===== src/rtl/alu_pipe.sv =====
// Handshaked, registered ALU: single-cycle arithmetic/logic, bit-serial multicycle shifts,
// sticky HALT and illegal-opcode reporting.
//  state   | meaning
//  IDLE    | no result pending, ready for a request
//  SHIFT   | shifting one bit per cycle, cnt_q steps remaining
//  DONE    | result and flags presented, waiting for out_ready
//  HALTED  | HALT accepted, frozen until reset
module alu_pipe #(
   parameter int WIDTH     = 9,
   parameter int CLA_GROUP = 3,
   parameter int SHAMT_W   = 4
) (
   input  logic             clk,
   input  logic             reset,
   input  logic             in_valid,
   output logic             in_ready,
   input  logic [3:0]       opcode,
   input  logic [WIDTH-1:0] a,
   input  logic [WIDTH-1:0] b,
   output logic             out_valid,
   input  logic             out_ready,
   output logic [WIDTH-1:0] out,
   output logic             flag_z,
   output logic             flag_n,
   output logic             flag_c,
   output logic             flag_v,
   output logic             illegal,
   output logic             halted
);

   localparam logic [3:0] OP_AND  = 4'h0;
   localparam logic [3:0] OP_OR   = 4'h1;
   localparam logic [3:0] OP_NOT  = 4'h2;
   localparam logic [3:0] OP_ADD  = 4'h3;
   localparam logic [3:0] OP_MOV  = 4'h4;
   localparam logic [3:0] OP_SLL  = 4'h5;
   localparam logic [3:0] OP_SRL  = 4'h6;
   localparam logic [3:0] OP_SUB  = 4'h7;
   localparam logic [3:0] OP_ADDI = 4'h8;
   localparam logic [3:0] OP_SUBI = 4'h9;
   localparam logic [3:0] OP_MOVI = 4'hA;
   localparam logic [3:0] OP_NOP  = 4'hB;
   localparam logic [3:0] OP_HALT = 4'hF;

   typedef enum logic [1:0] {S_IDLE, S_SHIFT, S_DONE, S_HALTED} state_t;

   state_t             state_q, state_d;
   logic [WIDTH-1:0]   res_q, res_d;
   logic [SHAMT_W-1:0] cnt_q, cnt_d;
   logic               left_q, left_d;
   logic               z_q, z_d, n_q, n_d, c_q, c_d, v_q, v_d, ill_q, ill_d;
   logic               upd_zn;

   logic               accept;
   logic               sub_op;
   logic [WIDTH-1:0]   b_eff, p, g, sum;
   logic               sum_c, sum_v;
   logic [SHAMT_W-1:0] shamt;

   assign in_ready  = ~reset & ((state_q == S_IDLE) | ((state_q == S_DONE) & out_ready));
   assign accept    = in_valid & in_ready;
   assign shamt     = b[SHAMT_W-1:0];

   assign sub_op = (opcode == OP_SUB) || (opcode == OP_SUBI);
   assign b_eff  = sub_op ? ~b : b;
   assign p      = a ^ b_eff;
   assign g      = a & b_eff;

   // Lookahead inside each CLA_GROUP-bit group; group carries ripple into the next group.
   always_comb begin
      logic [WIDTH:0] cy;
      logic           cg, term, gen;
      cy    = '0;
      cy[0] = sub_op;
      cg    = 1'b0;
      term  = 1'b0;
      gen   = 1'b0;
      for (int i = 0; i < WIDTH; i++) begin
         if (i % CLA_GROUP == 0) cg = cy[i];
         term = cg;
         for (int j = 0; j < WIDTH; j++)
            if ((j / CLA_GROUP == i / CLA_GROUP) && (j <= i)) term = term & p[j];
         for (int j = 0; j < WIDTH; j++) begin
            if ((j / CLA_GROUP == i / CLA_GROUP) && (j <= i)) begin
               gen = g[j];
               for (int k = 0; k < WIDTH; k++)
                  if ((k > j) && (k <= i)) gen = gen & p[k];
               term = term | gen;
            end
         end
         cy[i+1] = term;
      end
      sum   = p ^ cy[WIDTH-1:0];
      sum_c = cy[WIDTH];
   end

   assign sum_v = (a[WIDTH-1] == b_eff[WIDTH-1]) && (sum[WIDTH-1] != a[WIDTH-1]);

   always_comb begin
      state_d = state_q;
      res_d   = res_q;
      cnt_d   = cnt_q;
      left_d  = left_q;
      z_d     = z_q;
      n_d     = n_q;
      c_d     = c_q;
      v_d     = v_q;
      ill_d   = ill_q;
      upd_zn  = 1'b0;

      case (state_q)
         S_SHIFT: begin
            if (left_q) begin
               c_d   = res_q[WIDTH-1];
               res_d = {res_q[WIDTH-2:0], 1'b0};
            end else begin
               c_d   = res_q[0];
               res_d = {1'b0, res_q[WIDTH-1:1]};
            end
            cnt_d  = cnt_q - SHAMT_W'(1);
            upd_zn = 1'b1;
            if (cnt_q == SHAMT_W'(1)) state_d = S_DONE;
         end
         S_DONE:  if (out_ready) state_d = S_IDLE;
         default: ;
      endcase

      if (accept && (opcode == OP_HALT)) begin
         state_d = S_HALTED;
      end else if (accept) begin
         state_d = S_DONE;
         upd_zn  = 1'b1;
         c_d     = 1'b0;
         v_d     = 1'b0;
         ill_d   = 1'b0;
         case (opcode)
            OP_AND:  res_d = a & b;
            OP_OR:   res_d = a | b;
            OP_NOT:  res_d = ~a;
            OP_MOV:  res_d = a;
            OP_MOVI: res_d = b;
            OP_NOP:  res_d = '0;
            OP_ADD, OP_ADDI, OP_SUB, OP_SUBI: begin
               res_d = sum;
               c_d   = sum_c;
               v_d   = sum_v;
            end
            OP_SLL, OP_SRL: begin
               res_d  = a;
               cnt_d  = shamt;
               left_d = (opcode == OP_SLL);
               if (shamt != '0) state_d = S_SHIFT;
            end
            default: begin
               res_d = '0;
               ill_d = 1'b1;
            end
         endcase
      end

      if (upd_zn) begin
         z_d = (res_d == '0);
         n_d = res_d[WIDTH-1];
      end
   end

   always_ff @(posedge clk) begin
      if (reset) begin
         state_q <= S_IDLE;
         res_q   <= '0;
         cnt_q   <= '0;
         left_q  <= 1'b0;
         z_q     <= 1'b0;
         n_q     <= 1'b0;
         c_q     <= 1'b0;
         v_q     <= 1'b0;
         ill_q   <= 1'b0;
      end else begin
         state_q <= state_d;
         res_q   <= res_d;
         cnt_q   <= cnt_d;
         left_q  <= left_d;
         z_q     <= z_d;
         n_q     <= n_d;
         c_q     <= c_d;
         v_q     <= v_d;
         ill_q   <= ill_d;
      end
   end

   assign out_valid = (state_q == S_DONE);
   assign halted    = (state_q == S_HALTED);
   assign out       = res_q;
   assign flag_z    = z_q;
   assign flag_n    = n_q;
   assign flag_c    = c_q;
   assign flag_v    = v_q;
   assign illegal   = ill_q;

endmodule

===== config.mk =====
export PLATFORM = sky130hd
export DESIGN_NAME = alu_pipe
export DESIGN_NICKNAME = d
export VERILOG_FILES = /design/src/rtl/alu_pipe.sv
export SDC_FILE = /design/constraint.sdc
export NUM_CORES = 1
export LEC_CHECK = 0
export BUFFER_PORTS_ARGS = -buffer_cell sky130_fd_sc_hd__buf_2
export CAP_MARGIN = 15
export CORE_MARGIN = 1.5
export CORE_UTILIZATION = 45
export CTS_BUF_LIST = sky130_fd_sc_hd__clkbuf_4 sky130_fd_sc_hd__clkbuf_8 sky130_fd_sc_hd__clkbuf_16
export DETAILED_ROUTE_END_ITERATION = 10
export GPL_ROUTABILITY_DRIVEN = 0
export GPL_TIMING_DRIVEN = 0
export PLACE_DENSITY = 0.72
export RECOVER_POWER = 50
export SYNTH_ARGS = -nofsm -noshare
export SYNTH_HDL_FRONTEND = slang
export SYNTH_SLANG_ARGS = --single-unit

===== constraint.sdc =====
create_clock -name clk -period 5.4 [get_ports clk]
set_input_delay 0.27 -clock clk [delete_from_list [all_inputs] [get_ports clk]]
set_output_delay 0.27 -clock clk [all_outputs]
set_load 0.005 [all_outputs]

==> impl.org <==
** Outcome
- Status :: complete, no violations

** Worst hold path
- The worst hold path terminates at left_q.
- Hold Path Origin :: reset
- Path type of the worst min-delay path :: primary input to register
- The worst hold path was traced through 2 stages.

** Synthesis
- Post-synthesis compound-gate area fraction :: 29.0%
- Measured against the total synthesized area, the mux share comes to 3.46%.
- Synthesized-area fraction occupied by and/or/nand/nor cells :: around a quarter
- In the synthesized netlist the async set-or-reset flop fraction comes to 0%.
- Summed over all instances, the cell type with the most area after synthesis is dfxtp_1.
- Count of flip-flops with a built-in enable after synthesis :: 0
- Top flip-flop cell by instance count after synthesis :: dfxtp_1
- A synthesized cell averages 7.73 um^2.
- The Yosys step of the flow raised 0 warnings.
- Counting every net in the synthesized netlist gives around 350.
- Post-synthesis share of cell area spent on xor and xnor gates :: 7.08%
- The synthesized design devotes to its leading area cell type 17.9% of total area.
- Dominant cells by area after synthesis :: dfxtp_1 18%, ha_1 8.0%, a21oi_1 6.2%
- After Yosys synthesis, full adders, half adders and majority gates account for 9.69% of the synthesized area.
- Main combinational cell family by area after synthesis :: compound AO/OA/AOI/OAI gates
- Flops & latches, synth :: 21
- Sequential elements use 17.9% of the synthesized area.
- Number of different library cells in the post-synthesis netlist :: 68
- The mapped netlist covers 2350 um^2.
- Synthesis produced roughly 300 cells.

** STA
- In the finished design, the share of the clock period the worst path needs comes to 79.1%.
- Final setup TNS :: 0 ns
- For the pin with the worst max-slew slack, the measured transition is approximately 0.46 ns.
- The final number of hold-violating endpoints was 0.
- Setup Viol. Count Final :: 0
- F_max :: 234 MHz
- RSZ-0062 raised after global routing :: no
- The max-slew violation total from the final report is 0.
- Measured against its own limit, the worst slew margin works out to 69.2%.
- Least setup slack across all paths after layout :: 1.13 ns
- Min cycle time layout :: roughly 4.3 ns
- Clock skew on the completed layout was measured at 0.00416 ns.

** Floorplan
- Number of primary I/O pins :: 43
- The core region is just over 5000 um^2.
- Die width :: 75.3 um
- Row count :: 26
- The die is roughly 75 um tall.
- Starting density of the core :: around 46%
- The die covers 5660 um^2.

** Clock tree
- At the later pin of the worst-skew pair, clock insertion delay measures 0.26 ns.
- After clock tree synthesis, the clock-pin slew on the worst setup and hold paths is approximately 0.080 ns.
- After clock tree synthesis, the setup repair step added 0 buffers.
- Deepest clock path buffer count :: 2
- In this run the clock root is driven by a clkbuf_8.
- Depth of the CTS H-tree :: 1
- Hold-fix buffer count after cts :: 0
- TritonCTS clock tree :: yes
- The tree built by TritonCTS fans out to 21 sinks.
- The number of clock buffers added by TritonCTS is 3.
- Number of resized instances in the post-cts repair step :: 0

** Finish
- The finished cells cover 2650 um^2.
- In the final layout, flip-flops and latches occupy 420 um^2.
- Post-route non-filler standard cell count :: 417
- Compared with the post-synthesis result, the final layout area differs by 12.7%.
- Area of combinational cells with multiple inputs :: 1740 um^2
- Filler cell count in the final layout :: 525
- NumNets Final :: about 390
- Share of post-route cells with drive strength above 1 :: 17.6%
- Final design utilization :: 52.2%
- The repair_antennas step left the layout with diodes totalling 0.

** Global route
- Overall Global Routing Usage :: 23.3%
- Maximum number of pins on one net before global-route repair :: 13
- First-pass GRT wire length :: 10.1 mm
- The via count of the first global-routing pass was 2096.
- The number of antenna violations at the first check in global routing came to 0.
- GRT overflow :: 0

** Pwr
- Lkg Pwr :: just over 0.001 uW
- Maximum resistive drop on vdd :: 0.0000858 V
- Power density cells :: 175 nW/um^2

** Place
- Dpl cell area :: 2630 um^2
- After detailed placement, the design holds a cell count of 413.
- Detailed placement HPWL :: 4.96 mm
- Port Buffer Count :: 39
- Worst slack, placed :: 0.845 ns

** Setup path
- At the worst endpoint, the required time is 5.61 ns.
- Data arrives at the worst endpoint at 4.48 ns.
- Tracing the worst setup path back leads to its startpoint at opcode[2].
- The worst setup path is captured at a register.
- Kind of critical path :: primary input to register
- For flop-to-flop paths, the worst setup slack is 3.19 ns.
- The worst setup path is launched from a primary input.
- Worst R2R End :: flag_z
- Length in cells of the worst reg-to-reg path :: 8
- The worst register-to-register path begins at state_q[0].
- Crit Path Max Fanout :: 10

** Routing
- After detailed routing, the average wire length per cell comes to around 15 um.
- The detail route stage leaves a number of antenna-violating nets equal to 0.
- Post-DR vias/cell :: approximately 6
- In the routed design, unresolved DRC markers number 0.
- First drt pass iteration count :: 5
- After detailed routing, the total wire length is 6.45 mm.
- After the first detailed-routing iteration, the DRC count stood at 154.
- Vias :: 2449

** Flow run
- Max-cap violations in this run came to 0.
[cells in the mapped netlist, types with 5 or more instances]
library cell,count
dfxtp_1,21
ha_1,15
buf_6,7
nor2b_1,7
o21ai_0,18
and2_1,7
nand2_1,20
mux2i_1,7
nor2_1,37
xnor2_1,13
inv_1,9
nand3_1,5
a31oi_1,7
xor2_1,6
nand2b_1,10
a21oi_1,29
a32oi_1,5
[worst max-delay path by stage]
stage,endpoint,slack [ns]
2_1_floorplan,flag_z,1.45
3_3_place_gp,flag_z,0.92
3_5_place_dp,flag_z,0.84
4_1_cts,flag_z,1.12
5_1_grt,flag_z,0.82
6_report,flag_z,1.13
[power by group]
part	switching, uW	internal [uW]
registers	7.08	163
clock network	51.5	51.5
logic	109	80.9
total	168	295
[flip-flops by register name, indices dropped and copies added, names as in the netlist]
signal   flops
flag_v       1
cnt_q        4
illegal      1
left_q       1
state_q      2
flag_z       1
out          9
flag_n       1
flag_c       1
[cell type report]
type / instances / share of cell area, %
clock inverter: 1 / 0.189
clock buffer: 3 / 1.56
sequential: 21 / 15.9
tap: 70 / 3.31
timing repair buffer: 39 / 6.66
multi-input combinational: 255 / 65.8
buffer: 17 / 5.01
inverter: 11 / 1.56
[worst max-delay path, cell delays in order]
cell	delay (ns)
buf_2	0.13
nor2b_1	0.12
buf_2	0.18
a32oi_1	0.24
buf_4	0.28
xnor2_1	0.15
ha_1	0.28
a21oi_1	0.18
o21ai_2	0.09
a21o_1	0.24
ha_1	0.19
o21a_1	0.18
o21ai_0	0.14
nor2b_1	0.23
inv_1	0.07
ha_1	0.18
o21a_1	0.20
or3_1	0.32
nand3_1	0.09
a31oi_1	0.11
or2_1	0.28
nor3_2	0.16
a32o_1	0.17
[cells by family after synthesis]
logic type	count (synthesis)
simple gates	113
xor+xnor	19
mux	8
fa+ha+maj	17
flops	21
buf+inv	28
compound gates	98
[routing by layer]
layer | track usage, % | up-vias | part of all wire (%)
met2 | 39.2 | 115 | 47
met4 | 4.17 | 0 | 1.5
met1 | 32.1 | 1137 | 44
li1 | - | 1185 | -
met5 | 0 | - | 0
met3 | 3.35 | 12 | 7.7
[metrics by stage]
step | hold slack (ns) | power (uW)
floorplan | 0.409 | 306
CTS | 0.340 | 467
global placement | 0.481 | 359
detailed placement | 0.483 | 363
global route | 0.332 | 495
finish | 0.326 | 463
[cell usage in the layout, fill, tap and decap left out, drive strengths merged, types with 4 or more instances in the layout]
| cell type | n |
|---|---|
| nor2 | 40 |
| buf | 39 |
| a21oi | 29 |
| o21ai | 26 |
| dfxtp | 21 |
| nand2 | 21 |
| clkbuf | 20 |
| ha | 15 |
| xnor2 | 13 |
| inv | 11 |
| nand2b | 10 |
| nor2b | 7 |
| mux2i | 7 |
| a31oi | 7 |
| and2 | 7 |
| xor2 | 6 |
| a32oi | 5 |
| nand3 | 5 |
| o21a | 4 |
No activity file was read; power rests on OpenSTA's default activity.
